<file path="src/rtl/fhe_pkg.sv">
// rtl/fhe_pkg.sv - shared encodings for the FHE operation scheduler
// Purpose: opcode word layout, op encodings, scheduler FSM states and
//          error bit indices used by fhe_op_scheduler and its bench.
// Ports:   none (package).
package fhe_pkg;

  localparam logic [1:0] OP_ENC = 2'b00;
  localparam logic [1:0] OP_DEC = 2'b01;
  localparam logic [1:0] OP_ADD = 2'b10;
  localparam logic [1:0] OP_MUL = 2'b11;

  // Opcode word field positions
  localparam int OPCODE_OP_LSB    = 0;
  localparam int OPCODE_OP_W      = 2;
  localparam int OPCODE_SRC0_LSB  = 2;
  localparam int OPCODE_SRC1_LSB  = 11;
  localparam int OPCODE_DST_LSB   = 20;
  localparam int OPCODE_VALID_BIT = 31;

  typedef enum logic [1:0] {
    ST_IDLE  = 2'd0,
    ST_ISSUE = 2'd1,
    ST_WAIT  = 2'd2
  } sched_state_t;

  localparam int ERR_OVERFLOW = 0;
  localparam int ERR_INVALID  = 1;
  localparam int ERR_TIMEOUT  = 2;

endpackage

</file>
<file path="src/rtl/fhe_cmd_fifo.sv">
// rtl/fhe_cmd_fifo.sv - synchronous command FIFO for the FHE scheduler
// Purpose: holds posted opcode words until the sequencer pops them.
// Ports:   clk, rst_n (async active-low); push/wdata write side;
//          pop/rdata read side (rdata is the current head, show-ahead);
//          full, empty, count status.
module fhe_cmd_fifo #(
  parameter int DEPTH = 4,
  parameter int WIDTH = 32
) (
  input  logic                     clk,
  input  logic                     rst_n,
  input  logic                     push,
  input  logic [WIDTH-1:0]         wdata,
  input  logic                     pop,
  output logic [WIDTH-1:0]         rdata,
  output logic                     full,
  output logic                     empty,
  output logic [$clog2(DEPTH):0]   count
);

  localparam int PW = $clog2(DEPTH);
  localparam logic [PW:0] FULL_CNT = (PW+1)'(DEPTH);

  // Pointers carry one extra MSB so full and empty are distinguishable.
  logic [PW:0]      wptr;
  logic [PW:0]      rptr;
  logic [WIDTH-1:0] mem [DEPTH];

  always_ff @(posedge clk or negedge rst_n) begin
    if (!rst_n) begin
      wptr <= '0;
      rptr <= '0;
    end else begin
      if (push) wptr <= wptr + (PW+1)'(1);
      if (pop)  rptr <= rptr + (PW+1)'(1);
    end
  end

  // A push into a full FIFO is only issued alongside a pop; the head is
  // read before the slot is overwritten at the same edge.
  always_ff @(posedge clk) begin
    if (push) mem[wptr[PW-1:0]] <= wdata;
  end

  assign rdata = mem[rptr[PW-1:0]];
  assign count = wptr - rptr;
  assign full  = (count == FULL_CNT);
  assign empty = (wptr == rptr);

endmodule

</file>
<file path="src/rtl/fhe_op_scheduler.sv">
// rtl/fhe_op_scheduler.sv - command queue and sequencer for the FHE core
// Purpose: buffers opcode words written by the host, issues them one at a
//          time to the compute core, waits for completion or timeout,
//          counts retired ops, raises a drain interrupt and sticky errors.
// Ports:   wb_clk_i, wb_rst_n (async active-low);
//          cmd_wr_i/cmd_data_i/cmd_ready_o host command write side;
//          op_start_o, op_code_o, op_src0_o, op_src1_o, op_dst_o,
//          op_done_i, op_abort_o core handshake;
//          busy_o, queue_count_o, retired_count_o, err_o, err_clr_i,
//          irq_o status and interrupt.
module fhe_op_scheduler
  import fhe_pkg::*;
#(
  parameter int ADDR_WIDTH     = 9,
  parameter int QUEUE_DEPTH    = 4,
  parameter int TIMEOUT_CYCLES = 1024,
  parameter int CNT_WIDTH      = 16
) (
  input  logic                         wb_clk_i,
  input  logic                         wb_rst_n,
  input  logic                         cmd_wr_i,
  input  logic [31:0]                  cmd_data_i,
  output logic                         cmd_ready_o,
  output logic                         op_start_o,
  output logic [1:0]                   op_code_o,
  output logic [ADDR_WIDTH-1:0]        op_src0_o,
  output logic [ADDR_WIDTH-1:0]        op_src1_o,
  output logic [ADDR_WIDTH-1:0]        op_dst_o,
  input  logic                         op_done_i,
  output logic                         op_abort_o,
  output logic                         busy_o,
  output logic [$clog2(QUEUE_DEPTH):0] queue_count_o,
  output logic [CNT_WIDTH-1:0]         retired_count_o,
  output logic [2:0]                   err_o,
  input  logic                         err_clr_i,
  output logic                         irq_o
);

  localparam int TW = $clog2(TIMEOUT_CYCLES);
  localparam logic [TW-1:0] TMO_LAST = TW'(TIMEOUT_CYCLES - 1);

  sched_state_t state, state_nxt;
  logic [TW-1:0] tcnt;

  logic        fifo_full, fifo_empty;
  logic [31:0] fifo_rdata;
  logic        push, pop;
  logic        word_valid, done_evt, timeout_hit;
  logic [2:0]  err_new;
  logic        unused_bits;

  assign word_valid = cmd_data_i[OPCODE_VALID_BIT];

  // Pop decision uses the registered FIFO state, so an empty queue never
  // sees a same-cycle push and pop.
  assign pop  = (state == ST_IDLE) && !fifo_empty;
  assign push = cmd_wr_i && word_valid && (!fifo_full || pop);

  // Completion is accepted in ISSUE as well as WAIT.
  assign done_evt    = ((state == ST_ISSUE) || (state == ST_WAIT)) && op_done_i;
  assign timeout_hit = (state == ST_WAIT) && !op_done_i && (tcnt == TMO_LAST);

  always_comb begin
    err_new               = '0;
    err_new[ERR_OVERFLOW] = cmd_wr_i && word_valid && fifo_full && !pop;
    err_new[ERR_INVALID]  = cmd_wr_i && !word_valid;
    err_new[ERR_TIMEOUT]  = timeout_hit;
  end

  fhe_cmd_fifo #(
    .DEPTH (QUEUE_DEPTH),
    .WIDTH (32)
  ) u_fifo (
    .clk   (wb_clk_i),
    .rst_n (wb_rst_n),
    .push  (push),
    .wdata (cmd_data_i),
    .pop   (pop),
    .rdata (fifo_rdata),
    .full  (fifo_full),
    .empty (fifo_empty),
    .count (queue_count_o)
  );

  assign unused_bits = ^fifo_rdata[31:29];

  always_comb begin
    state_nxt  = state;
    op_start_o = 1'b0;
    op_abort_o = 1'b0;
    case (state)
      ST_IDLE: begin
        if (pop) state_nxt = ST_ISSUE;
      end
      ST_ISSUE: begin
        op_start_o = 1'b1;
        state_nxt  = op_done_i ? ST_IDLE : ST_WAIT;
      end
      ST_WAIT: begin
        if (op_done_i) begin
          state_nxt = ST_IDLE;
        end else if (timeout_hit) begin
          op_abort_o = 1'b1;
          state_nxt  = ST_IDLE;
        end
      end
      default: state_nxt = ST_IDLE;
    endcase
  end

  always_ff @(posedge wb_clk_i or negedge wb_rst_n) begin
    if (!wb_rst_n) begin
      state           <= ST_IDLE;
      tcnt            <= '0;
      op_code_o       <= '0;
      op_src0_o       <= '0;
      op_src1_o       <= '0;
      op_dst_o        <= '0;
      retired_count_o <= '0;
      err_o           <= '0;
      irq_o           <= 1'b0;
    end else begin
      state <= state_nxt;
      if (pop) begin
        op_code_o <= fifo_rdata[OPCODE_OP_LSB +: OPCODE_OP_W];
        op_src0_o <= fifo_rdata[OPCODE_SRC0_LSB +: ADDR_WIDTH];
        op_src1_o <= fifo_rdata[OPCODE_SRC1_LSB +: ADDR_WIDTH];
        op_dst_o  <= fifo_rdata[OPCODE_DST_LSB +: ADDR_WIDTH];
      end
      if (state == ST_ISSUE) begin
        tcnt <= '0;
      end else if ((state == ST_WAIT) && !op_done_i) begin
        tcnt <= tcnt + TW'(1);
      end
      if (done_evt) retired_count_o <= retired_count_o + CNT_WIDTH'(1);
      // Drain interrupt: the op just retired was the last one outstanding.
      irq_o <= done_evt && fifo_empty && !push;
      // A new error in the clear cycle survives the clear.
      err_o <= (err_clr_i ? 3'b000 : err_o) | err_new;
    end
  end

  assign busy_o      = (state != ST_IDLE) || !fifo_empty;
  assign cmd_ready_o = !fifo_full;

endmodule

</file>
<file path="config.mk">
export PLATFORM = sky130hd
export DESIGN_NAME = fhe_op_scheduler
export DESIGN_NICKNAME = d
export VERILOG_FILES = /design/src/rtl/fhe_pkg.sv /design/src/rtl/fhe_cmd_fifo.sv /design/src/rtl/fhe_op_scheduler.sv
export SDC_FILE = /design/constraint.sdc
export NUM_CORES = 1
export LEC_CHECK = 0
export ABC_AREA = 1
export CORE_ASPECT_RATIO = 1.2
export CORE_MARGIN = 1.5
export CORE_UTILIZATION = 50
export CTS_CLUSTER_SIZE = 24
export DETAILED_ROUTE_END_ITERATION = 12
export PLACE_DENSITY_LB_ADDON = 0.1
export SLEW_MARGIN = 20
export SYNTH_ARGS = -nofsm -noshare
export SYNTH_HDL_FRONTEND = slang
export SYNTH_SLANG_ARGS = --single-unit
export TNS_END_PERCENT = 10
</file>
<file path="constraint.sdc">
create_clock -name wb_clk_i -period 3.4 [get_ports wb_clk_i]
set_clock_uncertainty 0.05 [all_clocks]
set_input_delay 0.68 -clock wb_clk_i [delete_from_list [all_inputs] [get_ports wb_clk_i]]
set_output_delay 0.68 -clock wb_clk_i [all_outputs]
set_load 0.01 [all_outputs]
</file>
# Yosys cells after proc, flatten, opt, wreduce, memory -nomap -nowiden
# Memories as Yosys holds them, arrays and structs flattened. A register that Yosys moved wholly into a read port is not among the register bits.
# Cells that the tools add are included.
# Widths: inputs -> output; s select.
# totals
register_bits	38
mem_bits_rw	128
in_bits	37
out_inout_bits	56
wordCells	60
memories	1
# classes
add_sub_neg	5
n_eq_ne	7
mux	14
n_bitwise	1
n_reduce_logical	25
# memory_table
name	words	word_bits	rd	rd_ports_with_merged_regs	wr	line	text
u_fifo.mem	4	32	1	1	1	fhe_cmd_fifo.sv:27	logic [WIDTH-1:0] mem [DEPTH];
# ops
cell	count
$mux 10	2
$add 16x1->16 const B	1
$logic_and 1x1->1	11
$add 10x1->10 const B	1
$eq 10x10->1 const B	1
$mux 2	4
$logic_not 1->1	7
$add 3x1->3 const B	2
$mux 1	6
$pmux 2 s3	1
$reduce_bool 2->1	2
$eq 3x3->1	1
$eq 3x3->1 const B	1
$logic_or 1x1->1	3
$mux 3	1
$ne 3x3->1 const B	1
$or 3x3->3	1
$sub 3x3->3	1
$eq 2x1->1 const B	1
$eq 2x2->1 const B	1
$logic_not 2->1	1
$ne 2x2->1 const B	1
$reduce_and 2->1	1

# Depth between registers and ports, before layout
# logic_depth
depth_word	7
ltp_mapped	11
ltp_nobuf	10

# Hierarchy
# From an unflattened synthesis, not the netlist that was laid out.
# hier_totals
hier_cells	755
area_unflattened_um2	8212.9
# by_module_without_submodules
module	instances	cells_per_inst	area_per_inst_um2	seq_area_each_um2
fhe_cmd_fifo	1	423	5430.2	3993.8
fhe_op_scheduler	1	332	2782.7	1526.5

# Worst setup path after synthesis
# Ideal clock, no wire load.
# synth_path
path_type	reg2reg
start	register u_fifo.rptr[1]
end	memory u_fifo.mem[3][0] (enable)
setup_time_ns	0.415
arrival_ns	2.674
required_time_ns	2.935
path_slack_ns	0.261
stages_incl_launch_ff	11
path_buffers	1
period_less_slack_ns	3.139
path_cell_list	dfrtp_1 inv_1 clkbuf_1 ha_1 nand2_1 inv_1 nand3_2 nand2_4 nand3_4 nand2_4 nor2_1
# synth_between
elab_chain_len	7
elab_cells_between_ends	10
cone_classes	1 x add/sub; 2 x eq/ne; 2 x mux; 5 x reduce/logical
# synth_lines
item	line	text
from (decl)	fhe_cmd_fifo.sv:26	logic [PW:0] rptr;
from (signal assigned)	fhe_cmd_fifo.sv:35	if (pop) rptr <= rptr + (PW+1)'(1);
$sub 3x3->3 / $eq 3x3->1 (equally long branches)	fhe_cmd_fifo.sv:46, fhe_cmd_fifo.sv:48	
$eq 3x3->1 / $logic_not 1->1 (equally long branches)	fhe_cmd_fifo.sv:47, fhe_op_scheduler.sv:56	
$logic_not 1->1 / $logic_and 1x1->1 (equally long branches)	fhe_op_scheduler.sv:57, fhe_op_scheduler.sv:56	
$logic_or 1x1->1 *	fhe_op_scheduler.sv:57	assign push = cmd_wr_i && word_valid && (!fifo_full || pop);
$logic_and 1x1->1 *	fhe_op_scheduler.sv:57	
$mux 1 *	fhe_cmd_fifo.sv:42	if (push) mem[wptr[PW-1:0]] <= wdata;
$mux 1 (implied by the code) *	fhe_cmd_fifo.sv:42	
to (decl)	fhe_cmd_fifo.sv:27	
# Every way passes the cells marked *; elsewhere a longest branch is shown, timed or not.

# Worst setup path in the final report
# layout_path
start	register u_fifo.wptr[0]
end	output cmd_ready_o
# layout_between
elab_chain_len	3
# layout_lines
item	line	text
from (decl)	fhe_cmd_fifo.sv:25	logic [PW:0] wptr;
from (signal assigned)	fhe_cmd_fifo.sv:34	if (push) wptr <= wptr + (PW+1)'(1);
$sub 3x3->3	fhe_cmd_fifo.sv:46	assign count = wptr - rptr;
$eq 3x3->1	fhe_cmd_fifo.sv:47	assign full = (count == FULL_CNT);
$logic_not 1->1	fhe_op_scheduler.sv:144	assign cmd_ready_o = !fifo_full;
to (decl)	fhe_op_scheduler.sv:23	output logic cmd_ready_o,
# Every way passes these cells.

==> reports/qor.txt <==
RSZ-0062 raised after global routing - no
Post_cts resized - 0
DR vias/cell - 5.189
Crit path cell chain - inv_1, ha_1, fa_1, nand2_1, inv_1, nand2_1, clkdlybuf4s50_1
Compound-Gate Fraction of Synth Area - 7.493%
Htree depth - 4
Ys Warns - 0
Post-route design area - 9329 um^2
Largest net degree at the start of global routing - 68
Layout cells sized above 1 - 7.838%
Drt drc - 0
Post-synthesis mux area share - 0%
Antenna cells - 0
Leading area contributor after synthesis - edfxtp_1
Antenna violations before repair - 0
Post-CTS setup buffers - 0
Finished Layout Cells - 995
Max-Cap Viols - 0
XOR/XNOR Fraction of Synth Area - 1.597%
Asr flop ratio synth - 36.61%
CTS root buf - clkbuf_16
CP Launch Type - register
Drt first-iter violations - 310
Net Sw Power - 2.817 mW
Mapped Cells - 684
Unique masters post-synth - 32
Global router's overall resource usage - 20.64%
Post-cts hold buffer count - 0
WS Path Type - reg -> out
Worst Path Max Fanout - 4
Cell Pwr Density - 859.1 nW/um^2
EDFF count, synth - 116
Vias in the first global route - 5314
Clock Power Share - 25.6%
Slew Viols, Final - 0
Dpl cell area - 8701 um^2
Final Cycle Share - 90.03%
Cells taking the most area after synthesis - edfxtp_1, dfrtp_1, nand2_1
Worst-skew pair later-pin latency - 0.42 ns
Final hold viol count - 0
Post-synthesis cell area - 7597 um^2
Die Area - 15950 um^2
Peak supply drop - 0.0004021 V
CORE AREA - 14900 um^2
CP required - 2.67 ns
Crit path arrival time - 2.33 ns
Total wire length - 15460 um
Std-Cell Rows - 49
DR pass1 iterations - 4
Logic pwr share - 36.3%
Post-Synth Adder-Cell Area - 2.404%
Pleak - 3.738 nW
Dpl cells - 963
IO Pins - 93
Initial Util - 51.00%
Clock transition at path regs - 0.07 ns
Primary FF master, synth - edfxtp_1
Synth top area share - 45.85%
Post-synthesis sequential area ratio - 67.92%
Hold WC Path Type - in -> async
Setup Viol. Count Final - 0
Clk sink count - 183
Top cells by count, synth - nand2_1, edfxtp_1, nor2_1
CTS Buf Count - 17
Die width - 115.5 um
DPL Wire Length - 9476 um
Max incr delay on CP - 0.53 ns
Buffers on Ports - 90
Switching Fraction - 35.15%
Most frequent cell after synthesis - nand2_1
Sequential cell fraction of total power - 38.1%
Mean routed wirelength per cell - 15.54 um
Syn avg cell area - 11.11 um^2
Vias - 5163
Outcome - completed
Post-route setup TNS - 0 ns
CTS tree - yes
Die Ht - 138.0 um
Largest family of logic cells by synthesized area - simple AND/OR/NAND/NOR gates
Fmax - 326.7 MHz
Worst Tran Pin Value - 0.9838 ns
Final ANT Viol Nets - 0
Worst Hold Slack - 0.3349 ns
Internal cell power - 5.197 mW
First-pass GRT wire length - 25410 um
Gr ovfl total - 0
Slew headroom - 34.32%
Gpl congestion - 0.8023
NumNets Final - 829
Net Count, Synth - 735
Fin crit period - 3.061 ns
Seq cells post-synth - 183
Synth-to-Final Area Change - 22.79%
Longest Clk Path Bufs - 2
CP Capture Type - output pin
Simple-gate portion of the synthesized area - 16.16%
Worst path slowest cell - clkdlybuf4s50_1
==> power by group through the flow <==
| stage | logic [mW] | clock network [mW] | registers, mW |
|---|---|---|---|
| 6_report | 2.91 | 2.05 | 3.05 |
| 3_5_place_dp | 2.96 | 0 | 3.10 |
| 4_1_cts | 2.97 | 2.09 | 3.05 |
| 3_3_place_gp | 2.88 | 0 | 3.08 |
| 2_1_floorplan | 1.77 | 0 | 3.18 |
| 5_1_grt | 3.26 | 2.18 | 3.10 |
==> kinds of logic after synthesis <==
kind of cell / Yosys count
compound gates: 105
xor+xnor: 13
fa+ha+maj: 14
buf+inv: 74
flops: 183
simple gates: 295
==> stage by stage <==
| step | utilization, % | setup slack (ns) | power, mW |
|---|---|---|---|
| floorplan | - | 0.2610 | 4.946 |
| global placement | 58.40 | 0.3937 | 5.954 |
| detailed placement | 58.40 | 0.3975 | 6.054 |
| CTS | 62.62 | 0.3046 | 8.119 |
| global route | 62.62 | 0.1906 | 8.544 |
| finish | 62.62 | 0.3390 | 8.014 |
==> cell usage in the layout, fill, tap and decap left out, drive strengths merged, types with 2 or more instances in the layout <==
master,count
nand3,21
a21oi,5
nand3b,2
nand2,171
buf,10
dfrtp,67
xnor2,3
clkinv,2
edfxtp,116
o22ai,32
nand4,6
inv,55
clkbuf,21
ha,13
bufinv,3
o21ai,68
xor2,10
clkdlybuf4s50,89
nor2,93
==> layout make-up <==
class,instances,area [um^2]
Sequential cell,183,5161
Clock inverter,11,157.7
Multi-Input combinational cell,427,2131
Timing Repair Buffer,99,965.9
Inverter,50,187.7
Clock buffer,21,470.5
Fill cell,1183,5569
Tap cell,204,255.2
==> metal layers <==
layer  global-route usage (%)  vias to the layer above  wire length, um
met2                    37.31                      113             8309
met5                        0                        -                0
met3                    4.165                       15              656
met4                    7.667                        0              188
li1                         -                     2498                -
met1                    23.81                     2537             6307
==> path summary, 6_finish.rpt <==
check	start	endpoint	slack [ns]	cells past startpoint
min reg2reg	op_src1_o[4]	op_src1_o[4]	0.43	2
max	u_fifo.wptr[0]	cmd_ready_o	0.34	7
min in group wb_clk_i	op_src1_o[4]	op_src1_o[4]	0.43	2
max reg2reg	u_fifo.wptr[0]	u_fifo.mem[3][28]	0.91	9
min	wb_rst_n	tcnt[7]	0.33	1
max in group asynchronous	wb_rst_n	u_fifo.rptr[0]	2.35	1
==> sequential cells by signal, summed over array words and instances, names as in the netlist <==
register / cells
u_fifo.wptr: 3
err_o: 3
op_src0_o: 9
state: 2
op_code_o: 2
irq_o: 1
tcnt: 10
op_dst_o: 9
retired_count_o: 16
u_fifo.mem: 116
op_src1_o: 9
u_fifo.rptr: 3
==> critical path: cells and delay by family (launching register included) <==
kind	cells	cell delay (ns)
buffers and inverters	3	0.73
adder cells (fa/ha/maj)	2	0.62
flip-flops	1	0.41
AND/OR/NAND/NOR	2	0.14
No activity file was read; power rests on OpenSTA's default activity.
